## src/rtl/fw_interface_pkg.sv

```systemverilog
// -----------------------------------------------------------------------------
// fw_interface_pkg
// Shared constants for the firmware mailbox slave (wb_fw_interface):
//   - register word offsets (wb_adr_i[4:2])
//   - default ID register value ("FWIF")
//   - STATUS pass/fail encodings written by firmware
//   - byte-lane write-merge helper
// -----------------------------------------------------------------------------
package fw_interface_pkg;

  // Word offsets decoded from wb_adr_i[4:2]
  localparam logic [2:0] OFF_TRIGGER = 3'd0;
  localparam logic [2:0] OFF_SCRATCH = 3'd1;
  localparam logic [2:0] OFF_IRQ     = 3'd2;
  localparam logic [2:0] OFF_STATUS  = 3'd3;
  localparam logic [2:0] OFF_CYCLES  = 3'd4;
  localparam logic [2:0] OFF_ID      = 3'd5;

  // Value returned by the ID register unless overridden
  localparam logic [31:0] FW_ID_DEFAULT = 32'h4657_4946;

  // STATUS encodings as written by firmware
  localparam logic [1:0] STATUS_PASS = 2'b01;
  localparam logic [1:0] STATUS_FAIL = 2'b10;

  // Merge new data into an old word, one byte lane per select bit
  function automatic logic [31:0] apply_sel(input logic [31:0] old_val,
                                            input logic [31:0] new_val,
                                            input logic [3:0]  sel);
    logic [31:0] result;
    result = old_val;
    for (int i = 0; i < 4; i++) begin
      if (sel[i]) begin
        result[i*8 +: 8] = new_val[i*8 +: 8];
      end else begin
        result[i*8 +: 8] = old_val[i*8 +: 8];
      end
    end
    return result;
  endfunction

endpackage

```

## src/rtl/wb_fw_interface.sv

```systemverilog
// -----------------------------------------------------------------------------
// wb_fw_interface
// Wishbone B3 classic slave giving firmware a mailbox to the testbench.
//
// Ports:
//   wb_clk_i      clock, all logic on the rising edge
//   wb_rst_i      synchronous active-high reset
//   wb_adr_i      byte address, only [4:2] decoded
//   wb_dat_i      write data
//   wb_sel_i      write byte enables
//   wb_we_i       write strobe
//   wb_bte_i      unused
//   wb_cti_i      unused, every access treated as classic
//   wb_cyc_i      bus cycle valid
//   wb_stb_i      strobe
//   interrupts    SoC IRQ vector, registered every clock for read-back
//   wb_ack_o      normal termination (registered, one cycle)
//   wb_err_o      error termination for unmapped offsets 0x18/0x1C
//   wb_rty_o      constant 0
//   wb_dat_o      read data, non-zero only in an ack cycle
//   trigger_reg   TRIGGER register contents
//
// Register map: 0x00 TRIGGER RW, 0x04 SCRATCH RW, 0x08 IRQ RO,
//               0x0C STATUS RW[1:0], 0x10 CYCLES RO, 0x14 ID RO.
//
// Configuration macro FW_INTERFACE_CYCLE_COUNTER_EN: when defined the
// free-running CYCLES counter is built; otherwise 0x10 acks and reads 0.
// -----------------------------------------------------------------------------
module wb_fw_interface
  import fw_interface_pkg::*;
#(
  parameter logic [31:0] ID_VALUE = FW_ID_DEFAULT
) (
  input  logic        wb_clk_i,
  input  logic        wb_rst_i,
  input  logic [31:0] wb_adr_i,
  input  logic [31:0] wb_dat_i,
  input  logic [3:0]  wb_sel_i,
  input  logic        wb_we_i,
  input  logic [1:0]  wb_bte_i,
  input  logic [2:0]  wb_cti_i,
  input  logic        wb_cyc_i,
  input  logic        wb_stb_i,
  input  logic [31:0] interrupts,
  output logic        wb_ack_o,
  output logic        wb_err_o,
  output logic        wb_rty_o,
  output logic [31:0] wb_dat_o,
  output logic [31:0] trigger_reg
);

  logic [31:0] scratch_r;
  logic [1:0]  status_r;
  logic [31:0] irq_r;
`ifdef FW_INTERFACE_CYCLE_COUNTER_EN
  logic [31:0] cycles_r;
`endif

  logic [2:0]  offset_s;
  logic        req_s;
  logic        unmapped_s;
  logic [31:0] rdata_s;
  logic [31:0] wdata_s;
  logic        unused_s;

  assign offset_s = wb_adr_i[4:2];

  // A pending termination blocks a new request, which yields the
  // two-clock minimum cycle when cyc/stb are held.
  assign req_s = wb_cyc_i & wb_stb_i & ~wb_ack_o & ~wb_err_o;

  assign wb_rty_o = 1'b0;

  assign unused_s = ^{wb_bte_i, wb_cti_i, wb_adr_i[31:5], wb_adr_i[1:0]};

  // Read mux and unmapped-offset decode from the current register values
  always_comb begin
    rdata_s    = 32'd0;
    unmapped_s = 1'b0;
    case (offset_s)
      OFF_TRIGGER: rdata_s = trigger_reg;
      OFF_SCRATCH: rdata_s = scratch_r;
      OFF_IRQ:     rdata_s = irq_r;
      OFF_STATUS:  rdata_s = {30'd0, status_r};
`ifdef FW_INTERFACE_CYCLE_COUNTER_EN
      OFF_CYCLES:  rdata_s = cycles_r;
`else
      OFF_CYCLES:  rdata_s = 32'd0;
`endif
      OFF_ID:      rdata_s = ID_VALUE;
      default:     unmapped_s = 1'b1;
    endcase
  end

  // Byte-merged write value; reusing rdata_s as the old value also gives
  // STATUS its zero upper bits.
  assign wdata_s = apply_sel(rdata_s, wb_dat_i, wb_sel_i);

  // Bus termination, read data and register file
  always_ff @(posedge wb_clk_i) begin
    if (wb_rst_i) begin
      wb_ack_o    <= 1'b0;
      wb_err_o    <= 1'b0;
      wb_dat_o    <= 32'd0;
      trigger_reg <= 32'd0;
      scratch_r   <= 32'd0;
      status_r    <= 2'd0;
      irq_r       <= 32'd0;
`ifdef FW_INTERFACE_CYCLE_COUNTER_EN
      cycles_r    <= 32'd0;
`endif
    end else begin
      irq_r    <= interrupts;
`ifdef FW_INTERFACE_CYCLE_COUNTER_EN
      cycles_r <= cycles_r + 32'd1;
`endif
      wb_ack_o <= 1'b0;
      wb_err_o <= 1'b0;
      wb_dat_o <= 32'd0;
      if (req_s) begin
        if (unmapped_s) begin
          wb_err_o <= 1'b1;
        end else begin
          wb_ack_o <= 1'b1;
          wb_dat_o <= rdata_s;
          if (wb_we_i) begin
            case (offset_s)
              OFF_TRIGGER: trigger_reg <= wdata_s;
              OFF_SCRATCH: scratch_r   <= wdata_s;
              OFF_STATUS:  status_r    <= wdata_s[1:0];
              default:     ; // read-only targets discard the write
            endcase
          end
        end
      end
    end
  end

endmodule

```

## config.mk

```make
export PLATFORM = sky130hd
export DESIGN_NAME = wb_fw_interface
export DESIGN_NICKNAME = d
export VERILOG_FILES = /design/src/rtl/fw_interface_pkg.sv /design/src/rtl/wb_fw_interface.sv
export SDC_FILE = /design/constraint.sdc
export NUM_CORES = 1
export LEC_CHECK = 0
export CORE_MARGIN = 5
export CORE_UTILIZATION = 47
export DETAILED_ROUTE_END_ITERATION = 8
export HOLD_SLACK_MARGIN = 0.12
export PLACE_DENSITY_LB_ADDON = 0.05
export REMOVE_ABC_BUFFERS = 1
export SYNTH_ARGS = -nofsm -noshare
export SYNTH_HDL_FRONTEND = slang
export SYNTH_SLANG_ARGS = --single-unit
```

## constraint.sdc

```tcl
create_clock -name wb_clk_i -period 2.05 [get_ports wb_clk_i]
set_input_delay 0.615 -clock wb_clk_i [delete_from_list [all_inputs] [get_ports wb_clk_i]]
set_output_delay 0.615 -clock wb_clk_i [all_outputs]
set_load 0.02 [all_outputs]
```

==> results of run 1 <==
==> logic make-up (layout without fill, tap and decap cells) <==
| kind of cell | after synthesis | count (layout) | share of synthesized area |
|---|---|---|---|
| other | 1 | 1 | 0.0006594 |
| AOI/OAI and AO/OA | 174 | 174 | 0.2220 |
| muxes | 19 | 19 | 0.03916 |
| buffers and inverters | 74 | 251 | 0.06535 |
| DFF | 132 | 132 | 0.4647 |
| and+or+nand+nor | 186 | 186 | 0.2081 |
==> power by group through the flow <==
stage / combinational (mW) / clock [mW] / sequential (mW)
3_3_place_gp: 0.612 / 0 / 2.69
4_1_cts: 0.629 / 2.73 / 2.63
6_report: 0.628 / 2.69 / 2.63
3_5_place_dp: 0.624 / 0 / 2.69
2_1_floorplan: 0.210 / 0 / 2.69
5_1_grt: 0.671 / 2.85 / 2.64
==> cells in the mapped netlist (2+ instances only) <==
library cell  count  area [µm²]
nor2_1           27       101.4
clkbuf_1         24       90.09
nor3b_4           2       37.54
a311oi_2          5       75.07
a211o_1          16       140.1
o211ai_1          2       15.01
nor3_1            3       15.01
inv_1            19       71.32
nand2b_1          2       12.51
buf_6             8       90.09
a21o_1           26       195.2
a31oi_1          13       81.33
mux2_2           16       180.2
mux2i_1           2       20.02
a21oi_1          12       60.06
nand2_1          18       67.56
o21ai_1          27       135.1
a311oi_1          8       70.07
nand3b_1         46       345.3
a22oi_1          16       120.1
o21ai_2           8       70.07
buf_4             3       22.52
o2bb2ai_1         2       17.52
buf_1             2       7.510
buf_2            18       90.09
a211oi_1          3       22.52
o21ai_0          14       70.07
dfxtp_1         132        2643
a221oi_1         16       140.1
nor3b_1          28       210.2
nor2b_1          47       294.0
nand3_1           2       10.01
a21oi_2           5       43.79
or3_1             2       12.51
nand3b_2          2       22.52
==> through the flow <==
stage	area (µm²)	hold WS [ns]	setup TNS [ns]
after floorplan	5386	0.4580	-38.97
after CTS	8175	0.4738	0
after global placement	7661	0.4648	-21.58
final	8223	0.4733	0
after global routing	8223	0.4951	0
after detailed placement	7661	0.4663	-23.23
==> per-layer routing <==
layer  share of wire  GRT usage
met5               0          0
met4           0.016    0.08160
met3           0.054    0.06032
met2            0.50     0.3923
met1            0.42     0.2610
==> worst register-to-register path: stages, from the launching register on <==
cell	delay (ns)
dfxtp_1	0.30
nand4bb_1	0.22
buf_4	0.19
nor4_2	0.31
buf_6	0.29
nor3b_1	0.10
a21o_1	0.16
==> worst paths after layout <==
check                                        to       startpoint
worst max register to register  trigger_reg[16]         wb_err_o
worst min-delay path               wb_dat_o[14]        irq_r[14]
worst max-delay path            trigger_reg[21]  trigger_reg[21]
worst min register to register     wb_dat_o[14]        irq_r[14]
==> cell type report <==
type	count	area, µm²
repair buffers	203	2106
clock buffers	24	491.7
inverters	19	71.32
flip-flops and latches	132	2643
clock inverters	5	27.53
multi-input cells	380	2700
well taps	147	183.9
fillers	958	3689
==> results.md, run 1 <==
Clock network:
- The longest clock path from root to sink contains 2 buffers.
- The number of gates resized after CTS was 4.
- The clock root buffer is clkbuf_16.
- The clock tree from TritonCTS is built.
- For this design, the CTS-stage hold fixing added 0 buffers.
- The clock drives 132 sinks.
- The total setup buffers inserted after CTS is 0.
- Clock latency on the worst-skew pair, taken at its later pin, is 0.42 ns.
- The H-tree generated during clock tree synthesis spans 4 levels.
- The clock buffer count from CTS is 17.
- After clock tree synthesis, the clock-pin slew on the worst setup and hold paths is ~0.060 ns.

Power:
- Summing internal, switching and leakage power gives 5.948 mW.
- The maximum resistive drop on vdd is 0.0004965 V.
- The switching component of the power is 1.353 mW.
- The cell-internal power is roughly 4.6 mW.
- Of the total power, registers draw 0.443.
- The cell area power density is 723.3 mW/mm².
- The share of total power dissipated in the clock network is 0.452.
- Summed over all cells, the static leakage comes to 3.493 nW.
- Of the total power, the share spent switching nets is 0.2275.
- The share of total power dissipated in combinational logic is 0.106.

Synth:
- Synthesis handed over a netlist of 586 instances.
- The number of synthesized register bits is about 130.
- The count of yosys warnings during synthesis is 0.
- The leading register cell type out of synthesis is dfxtp_1.
- The async set-reset flop share out of synthesis is 0.
- The post-synthesis instance area is about 0.0057 mm².
- The number of enable-type register cells in the synthesized netlist is 0.
- The number of distinct library cells after synthesis is 45.
- The sequential element share of the synthesized area is 0.4647.
- The average instance in the mapped netlist occupies 9.704 µm².

Critical path:
- In this run the worst path has a maximum fanout of 3.
- The data arrival time at the worst-slack endpoint is 1.41 ns.
- The critical path goes through clkdlybuf4s50_1.
- The cell at the slowest stage of the critical path is clkdlybuf4s50_1.
- The worst endpoint required time is about 1.4 ns.
- The family of cells with the greatest summed delay on the critical path is buffers and inverters.
- STA classifies the critical path endpoint as an output pin.
- The reg2reg setup slack is 0.39 ns.
- STA classifies the critical path startpoint as a flop.
- The largest single stage delay on the critical path is 0.63 ns.
- The depth of the most critical reg-to-reg path is 6.
- In this run the number of cells on the critical path is 1.
- By startpoint and endpoint, the worst setup path is classified as reg -> out.
- Together, buffers and inverters on the worst path number 1.

Final layout:
- For this run, the share of the core covered by cells in the final layout is 0.6903.
- The leading cell type in the layout, fill and taps excluded is dfxtp_1.
- Excluding fillers, the count of instances in the completed layout stands at 910.
- The count of nets after finishing is between 800 and 900.
- The fraction of layout cells with a size suffix above 1 is 0.1782.
- The library cells used most frequently in the layout, excluding fill and tap cells, are dfxtp_1, clkdlybuf4s50_1, nand3b_1, nor2b_1, buf_4.
- Relative to the synthesized area, the layout overhead comes to 44.60%.
- The number of inserted diodes is 0.

Drt:
- The first detailed-routing pass took 8 iterations.
- The routed via count is approximately 5000.
- The number of DRC violations after detailed-routing iteration 0 is 486.
- In the routed design, unresolved DRC markers number 0.
- After detailed routing, the number of vias per cell comes to 5.615.
- The number of routed nets with antenna violations is 0.
- Wires add up to between 15000 and 20000 µm.
- Dividing the detail-routed wire length by the instance count gives 17.42 µm.

GRT:
- For this run, the total global-route usage over all layers was measured as 0.2238.
- The total congestion overflow after global routing is 0.
- The via count of the first global-routing pass came to around 5200.
- The pin count of the biggest net entering global routing is 57.
- The initial antenna violation count came to 0.
- The first global-routing pass estimated between 20000 and 30000 µm of wire.

Die:
- The placeable core region is 0.01191 mm².
- The initial utilization of the core area, before any placement, comes to 0.4774.
- The row count is 40.
- The die span in x is 120.0 µm.
- The die covers ~0.014 mm².
- 177 I/O pins were placed.
- The die height is ~120 µm.

Min path:
- The worst hold path passes through 2 cells.
- The min-delay analysis places its worst path in the category reg -> reg.

Timing:
- Of the available clock period, the critical path in the final layout requires 0.9894.
- After layout, the worst setup slack is 0.02169 ns.
- The count of endpoints failing setup in the final report is 0.
- The time the worst path needs with I/O delays and setup is 2.028 ns.
- The hold violation count in the final report is 0.
- Static timing analysis puts the maximum clock frequency at 493.0 MHz.
- The final max-slew violation count is 0.
- Setup repair after global routing left no endpoint under its margin.
- Clock skew on the completed layout was measured at 0.004481 ns.

Placement:
- Timing analysis after detailed placement gives a worst setup slack of -0.4057 ns.
- The number of buffers added on ports is between 100 and 150.
- The cell total after placement is between 800 and 900.
- The detailed placement HPWL is 10610 µm.
- The final estimated routing congestion in global placement is about 0.86.

Status:
- The flow ran to the end, and the final reports show no timing, DRC or antenna violations.

Flow run:
- The tool flagged a number of max-cap violations equal to 0.
Power figures use the tool's default switching activity.
==> run 2, diff against run 1 <==
--- a/config.mk
+++ b/config.mk
@@ -5,7 +5,8 @@
 export SDC_FILE = /design/constraint.sdc
 export NUM_CORES = 1
 export LEC_CHECK = 0
-export CORE_MARGIN = 5
+export CAP_MARGIN = 0
+export CORE_MARGIN = 1
 export CORE_UTILIZATION = 47
 export DETAILED_ROUTE_END_ITERATION = 8
 export HOLD_SLACK_MARGIN = 0.12
==> results.md, run 2 (synthesis gave the netlist of run 1 again) <==
GRT:
- The initial antenna violation count is 0 (unchanged).
- The global-route wire length before repair is 25420 µm (-1.1%).
- The via count of the first global-routing pass was 5116 (-1.8%).
- The pin count of the biggest net entering global routing is 36 (-37%).
- The combined global-route utilization of all metal layers is 0.2577 (+0.03386).
- The total congestion overflow after global routing is 0 (unchanged).

Power:
- The leakage dissipation came to 3.375 nW (-3.4%).
- The cell area power density is 720.6 mW/mm² (-0.38%).
- The maximum resistive drop on vdd is 0.0006003 V (+21%).

Timing:
- The setup skew after layout is 0.007378 ns (+0.002897 ns).
- The minimum hold slack is 0.4636 ns (-0.009629 ns).
- The time the worst path needs with I/O delays and setup is 2.026 ns (-0.002569 ns).
- The hold violation count in the final report is 0 (unchanged).
- The final max-slew violation count is 0 (unchanged).
- The ratio of final minimum period to clock period is 0.9882 (-0.001253).
- The count of endpoints failing setup in the final report is 0 (unchanged).
- Setup repair after global routing could not meet its margin everywhere.
- The maximum operating frequency came to 493.6 MHz (+0.13%).

Final layout:
- The top cell types in the final layout, fill and taps aside, are dfxtp_1, clkdlybuf4s50_1, nand3b_1, nor2b_1, buf_4.
- The number of inserted diodes is 0 (unchanged).
- The fraction of layout cells with a size suffix above 1 was 0.1892 (+0.01098).
- The final design instance area without fill is 0.008307 mm² (+1.0%).
- The growth of design area from synthesis to finish is 46.07%.
- The count of nets after finishing came to 862 (-0.12%).
- The leading cell type in the layout, fill and taps excluded is dfxtp_1.

Min path:
- The worst hold path belongs to the class reg -> reg.
- The depth of the worst hold-timing path is 2 (unchanged).

Critical path:
- The largest fanout on the critical path is 3 (unchanged).
- The timing endpoint of the critical path is trigger_reg[23].
- The data arrival time at the worst-slack endpoint is 1.41 ns (about the same).
- The largest stage delay on the critical path is 0.64 ns (about the same).
- The startpoint of the lowest-slack register-to-register path is wb_err_o.
- The capturing point of the worst reg2reg path is trigger_reg[1].
- Broken down by cell family, the worst path's largest delay share belongs to buffers and inverters.
- The slowest stage of the critical path belongs to the cell clkdlybuf4s50_1.
- The startpoint class of the critical path is a flop.
- The depth of the most critical reg-to-reg path is 6 (unchanged).
- The worst setup path startpoint is trigger_reg[23].
- The worst endpoint required time is 1.43 ns (about the same).
- The class of the most critical setup path is reg -> out.
- The reg2reg setup slack is 0.30 ns (-0.09 ns).
- The worst path buffer plus inverter count is 1 (unchanged).
- The cell depth of the worst setup path is 1 (unchanged).
- The kind of end point of the critical path is an output pin.
- Walking the worst path, the cells encountered are clkdlybuf4s50_1.

Drt:
- The number of detailed-route iterations in the first pass came to 7 (-1).
- The overall routed net length is 15780 µm (-0.50%).
- The remaining design rule violation count is 9 (+9).
- The number of routed nets with antenna violations is 0 (unchanged).
- The routed via count is 5159 (+0.96%).
- The routed via count divided by cell count was 5.707 (+1.6%).
- The routed length per placed instance is 17.45 µm (+0.16%).
- The number of DRC violations after detailed-routing iteration 0 is 393 (-19%).

Placement:
- The final estimated routing congestion in global placement is 0.7895 (-8.1%).
- The number of buffers added on ports is 141 (unchanged).
- The detailed placement HPWL is 10410 µm (-1.8%).
- The area after detailed placement was 0.007686 mm² (+0.33%).

Clock network:
- The buffer levels on the longest clock path is 2 (unchanged).
- The number of levels the H-tree was split into is 4 (unchanged).
- The hold-fix buffer count after cts is 0 (unchanged).
- The clock slew at the register clock pins of the worst setup and hold paths was 0.06 ns (about the same).
- The clock tree from TritonCTS is built.
- The clock buffer count from CTS was 17 (unchanged).
- The clock latency on the worst-skew pair is 0.42 ns (about the same).
- The total clock sinks is 132 (unchanged).
- The clock root buffer is clkbuf_16.

Die:
- The total I/O pin count is 177 (unchanged).
- The die height is 112.0 µm (-6.7%).
- The full die area is 0.01254 mm² (-13%).
- The starting density of the core is 0.4897 (+0.01224).
- The row count was 39 (-2.5%).
- The die span in x is 112.0 µm (-6.7%).
- The placeable core region is 0.01161 mm² (-2.5%).

Status:
- The checks that failed: DRC.
- The run finished, with violations left.

Flow run:
- The number of max-capacitance violations reported was 0 (unchanged).
[run 2: per-layer routing]
layer,track usage,wire length (µm)
met1,0.3258,6839
met2,0.4331,7828
met3,0.06968,947
met4,0.06933,159
met5,0,0
[run 2: power breakdown]
group / switching, mW / leakage, nW / internal [mW]
clock network: 1.03 / 0.262 / 1.67
logic: 0.300 / 2.04 / 0.354
registers: 0.0198 / 1.07 / 2.62
[run 2: layout make-up]
| class | count | area, µm² |
|---|---|---|
| fillers | 877 | 3307 |
| multi-input cells | 380 | 2763 |
| flip-flops and latches | 132 | 2643 |
| repair buffers | 202 | 2126 |
| clock buffers | 23 | 498.0 |
| well taps | 143 | 178.9 |
| inverters | 19 | 71.32 |
| clock inverters | 5 | 27.53 |
[run 2: how the worst min path moves through the flow]
stage / end / start / slack (ns)
3_3_place_gp: wb_dat_o[2] / irq_r[2] / 0.46
2_1_floorplan: wb_dat_o[11] / irq_r[11] / 0.46
6_report: wb_dat_o[2] / irq_r[2] / 0.46
5_1_grt: wb_dat_o[11] / irq_r[11] / 0.48
3_5_place_dp: wb_dat_o[2] / irq_r[2] / 0.47
4_1_cts: wb_dat_o[2] / irq_r[2] / 0.47
[run 2: stage by stage]
| step | util | setup WS (ns) | TNS, ns | total power [mW] | instances |
|---|---|---|---|---|---|
| after floorplan | - | -1.586 | -38.97 | 2.904 | 531 |
| after global placement | 0.6618 | -0.4504 | -26.59 | 3.308 | 876 |
| after detailed placement | 0.6618 | -0.5083 | -28.44 | 3.322 | 876 |
| after CTS | 0.7081 | 0.003882 | 0 | 6.005 | 904 |
| after global routing | 0.7153 | -0.01365 | -0.03139 | 6.193 | 904 |
| final | 0.7153 | 0.02426 | 0 | 5.986 | 904 |
[run 2: what timing repair did]
action                     in CTS  in global routing
pin swaps                       0                  1
buffers inserted                0                  0
resized for setup               3                 19
setup endpoints to repair      18                 49
cloned                          0                  0
[run 2: worst register-to-register path: stages, from the launching register on]
cell,delay (ns)
dfxtp_1,0.31
nand4bb_2,0.34
buf_4,0.22
nor4_4,0.29
buf_4,0.17
mux2i_1,0.20
o22ai_1,0.09
==> run 3, diff against run 2 <==
--- a/config.mk
+++ b/config.mk
@@ -5,9 +5,12 @@
 export SDC_FILE = /design/constraint.sdc
 export NUM_CORES = 1
 export LEC_CHECK = 0
+export ABC_CLOCK_PERIOD_IN_PS = 2050
 export CAP_MARGIN = 0
+export CELL_PAD_IN_SITES_DETAIL_PLACEMENT = 1
+export CELL_PAD_IN_SITES_GLOBAL_PLACEMENT = 2
 export CORE_MARGIN = 1
-export CORE_UTILIZATION = 47
+export CORE_UTILIZATION = 28
 export DETAILED_ROUTE_END_ITERATION = 8
 export HOLD_SLACK_MARGIN = 0.12
 export PLACE_DENSITY_LB_ADDON = 0.05
==> results.md, run 3 (synthesis gave the netlist of run 1 again) <==
Final layout:
- The top cell types in the final layout, fill and taps aside, are dfxtp_1, clkdlybuf4s50_1, buf_4, nand3b_1, nor2b_1.
- The fraction of layout cells with a size suffix above 1 is 0.2028 (+0.01362).
- The area taken by flip-flops and latches is 0.002643 mm² (unchanged).
- The utilization of the core after routing is 0.4374 (-0.2779).
- The final design instance area without fill was 0.008596 mm² (+3.5%).
- The multi-input logic area was 0.002758 mm² (-0.18%).
- The count of nets after finishing is 871 (+1.0%).
- The leading cell type in the layout, fill and taps excluded is dfxtp_1.
- The total of fill cells in the finished design came to 2209 (+150%).
- Relative to the synthesized area, the layout overhead comes to 51.16%.
- The number of inserted diodes was 0 (unchanged).

Critical path:
- The largest stage delay on the critical path is 0.61 ns (-0.03 ns).
- The worst path buffer plus inverter count came to 1 (unchanged).
- The worst setup path is of the reg -> out kind.
- The kind of end point of the critical path is an output pin.
- Walking the worst path, the cells encountered are clkdlybuf4s50_1.
- The largest fanout on the critical path is 3 (unchanged).
- The worst endpoint required time came to 1.43 ns (about the same).
- The startpoint class of the critical path is a flop.
- The family of cells with the greatest summed delay on the critical path is buffers and inverters.
- The cell at the slowest stage of the critical path is clkdlybuf4s50_1.
- The data arrival time at the worst-slack endpoint came to 1.38 ns (-0.03 ns).

GRT:
- The total congestion overflow after global routing came to 0 (unchanged).
- The global-route wire length before repair was 28750 µm (+13%).
- The initial antenna violation count came to 0 (unchanged).
- The combined global-route utilization of all metal layers is 0.1839 (-0.07377).
- The via count of the first global-routing pass is 5398 (+5.5%).
- The pin count of the biggest net entering global routing is 52 (+44%).

Timing:
- The ratio of final minimum period to clock period came to 0.9726 (-0.01554).
- The hold violation count in the final report came to 0 (unchanged).
- The setup skew after layout is 0.007713 ns (+0.0003357 ns).
- The smallest setup slack after layout is 0.05612 ns (+0.03186 ns).
- Setup repair after global routing left no endpoint under its margin.
- The maximum operating frequency came to 501.5 MHz (+1.6%).
- The final max-slew violation count came to 0 (unchanged).
- The time the worst path needs with I/O delays and setup is 1.994 ns (-0.03186 ns).
- The final setup TNS is 0 ns (unchanged).
- The count of endpoints failing setup in the final report is 0 (unchanged).

Clock network:
- The clock buffer count from CTS is 17 (unchanged).
- The clock latency on the worst-skew pair is 0.42 ns (about the same).
- The buffer levels on the longest clock path is 2 (unchanged).
- The total clock sinks is 132 (unchanged).
- The hold-fix buffer count after cts is 0 (unchanged).
- The clock root buffer is clkbuf_16.
- TritonCTS built the clock tree.
- The number of levels the H-tree was split into is 4 (unchanged).
- The clock slew at the register clock pins of the worst setup and hold paths came to 0.06 ns (about the same).

Die:
- The die height is 144.5 µm (+29%).
- The full die area is 0.02088 mm² (+66%).
- The row count is 51 (+31%).
- The starting density of the core is 0.2893 (-0.2003).
- The placeable core region is 0.01965 mm² (+69%).
- The total I/O pin count is 177 (unchanged).
- The die span in x came to 144.5 µm (+29%).

Power:
- The switching component of the power is 1.462 mW (+8.3%).
- The clock share of power is 0.490 (+0.039).
- The maximum resistive drop on vdd is 0.0004985 V (-17%).
- The leakage dissipation came to 3.649 nW (+8.1%).
- The sequential share of power is 0.407 (-0.033).
- The cell area power density is 752.9 mW/mm² (+4.5%).
- The overall power of the completed layout is 6.472 mW (+8.1%).
- The cell-internal power is 5.009 mW (+8.1%).
- The share of total power in combinational logic is 0.103 (-0.006).
- The share of total power consumed by net switching came to 0.2260 (+0.0003182).

Min path:
- The worst hold path belongs to the class reg -> reg.

Placement:
- The final estimated routing congestion in global placement came to 0.7522 (-4.7%).
- The pre-CTS setup slack is -0.3879 ns (+0.1204 ns).
- The number of buffers added on ports is 141 (unchanged).
- The detailed placement HPWL came to 12490 µm (+20%).
- The area after detailed placement came to 0.007900 mm² (+2.8%).

Drt:
- The number of detailed-route iterations in the first pass was 4 (-3).
- The routed via count divided by cell count is 4.959 (-13%).
- The routed length per placed instance is 17.83 µm (+2.2%).
- The number of routed nets with antenna violations is 0 (unchanged).
- The overall routed net length came to 18530 µm (+17%).
- The remaining design rule violation count is 0 (-9).
- The number of DRC violations after detailed-routing iteration 0 is 200 (-49%).
- The routed via count is 5152 (-0.14%).

Flow run:
- The number of max-capacitance violations reported was 0 (unchanged).

Status:
- The flow ran to the end, and the final reports show no timing, DRC or antenna violations.
run 3: worst reg2reg max path: stages (launching register included):
cell	delay, ns
dfxtp_1	0.30
nand4bb_1	0.20
or4_2	0.66
buf_12	0.21
nand3b_1	0.13
o21ai_2	0.06
run 3: routing by layer:
layer  global-route usage  vias to the layer above  routed length, µm
li1                     -                     2470                  -
met1               0.2125                     2526               7892
met2               0.3214                      125               9378
met3              0.04901                       31                910
met4              0.07147                        0                349
met5                    0                        -                  0
run 3: power groups by stage:
stage	Sequential [mW]	Clock, mW	Combinational (mW)
finish	2.63	3.17	0.667
global route	2.64	3.39	0.719
CTS	2.63	3.25	0.666
detailed placement	2.69	0	0.662
global placement	2.69	0	0.651
floorplan	2.69	0	0.210
run 3: final timing paths:
check	from	endpoint	slack, ns	depth (start not counted)
worst max register to register	wb_err_o	trigger_reg[31]	0.37	5
worst min register to register	irq_r[14]	wb_dat_o[14]	0.48	2
worst max-delay path	trigger_reg[12]	trigger_reg[12]	0.06	1
worst min-delay path	irq_r[14]	wb_dat_o[14]	0.48	2
run 3: layout make-up:
cell class                 instances  area share
tap                              265     0.03857
multi-input combinational        380      0.3208
clock inverter                     8     0.01426
timing repair buffer             211      0.2534
inverter                          19    0.008297
sequential                       132      0.3074
clock buffer                      24     0.05721
run 3: stage by stage:
stage,hold WS (ns),std cells
2_1_floorplan,0.4580,531
6_report,0.4776,1039
3_5_place_dp,0.4737,1007
4_1_cts,0.4794,1039
5_1_grt,0.5075,1039
3_3_place_gp,0.4698,1007
run 3: what timing repair did:
| item | 4_1_cts | 5_1_grt |
|---|---|---|
| pin swaps | 0 | 1 |
| resized for setup | 13 | 26 |
| endpoints found under the setup margin | 13 | 31 |
| cloned | 0 | 0 |
| buffers inserted | 0 | 0 |
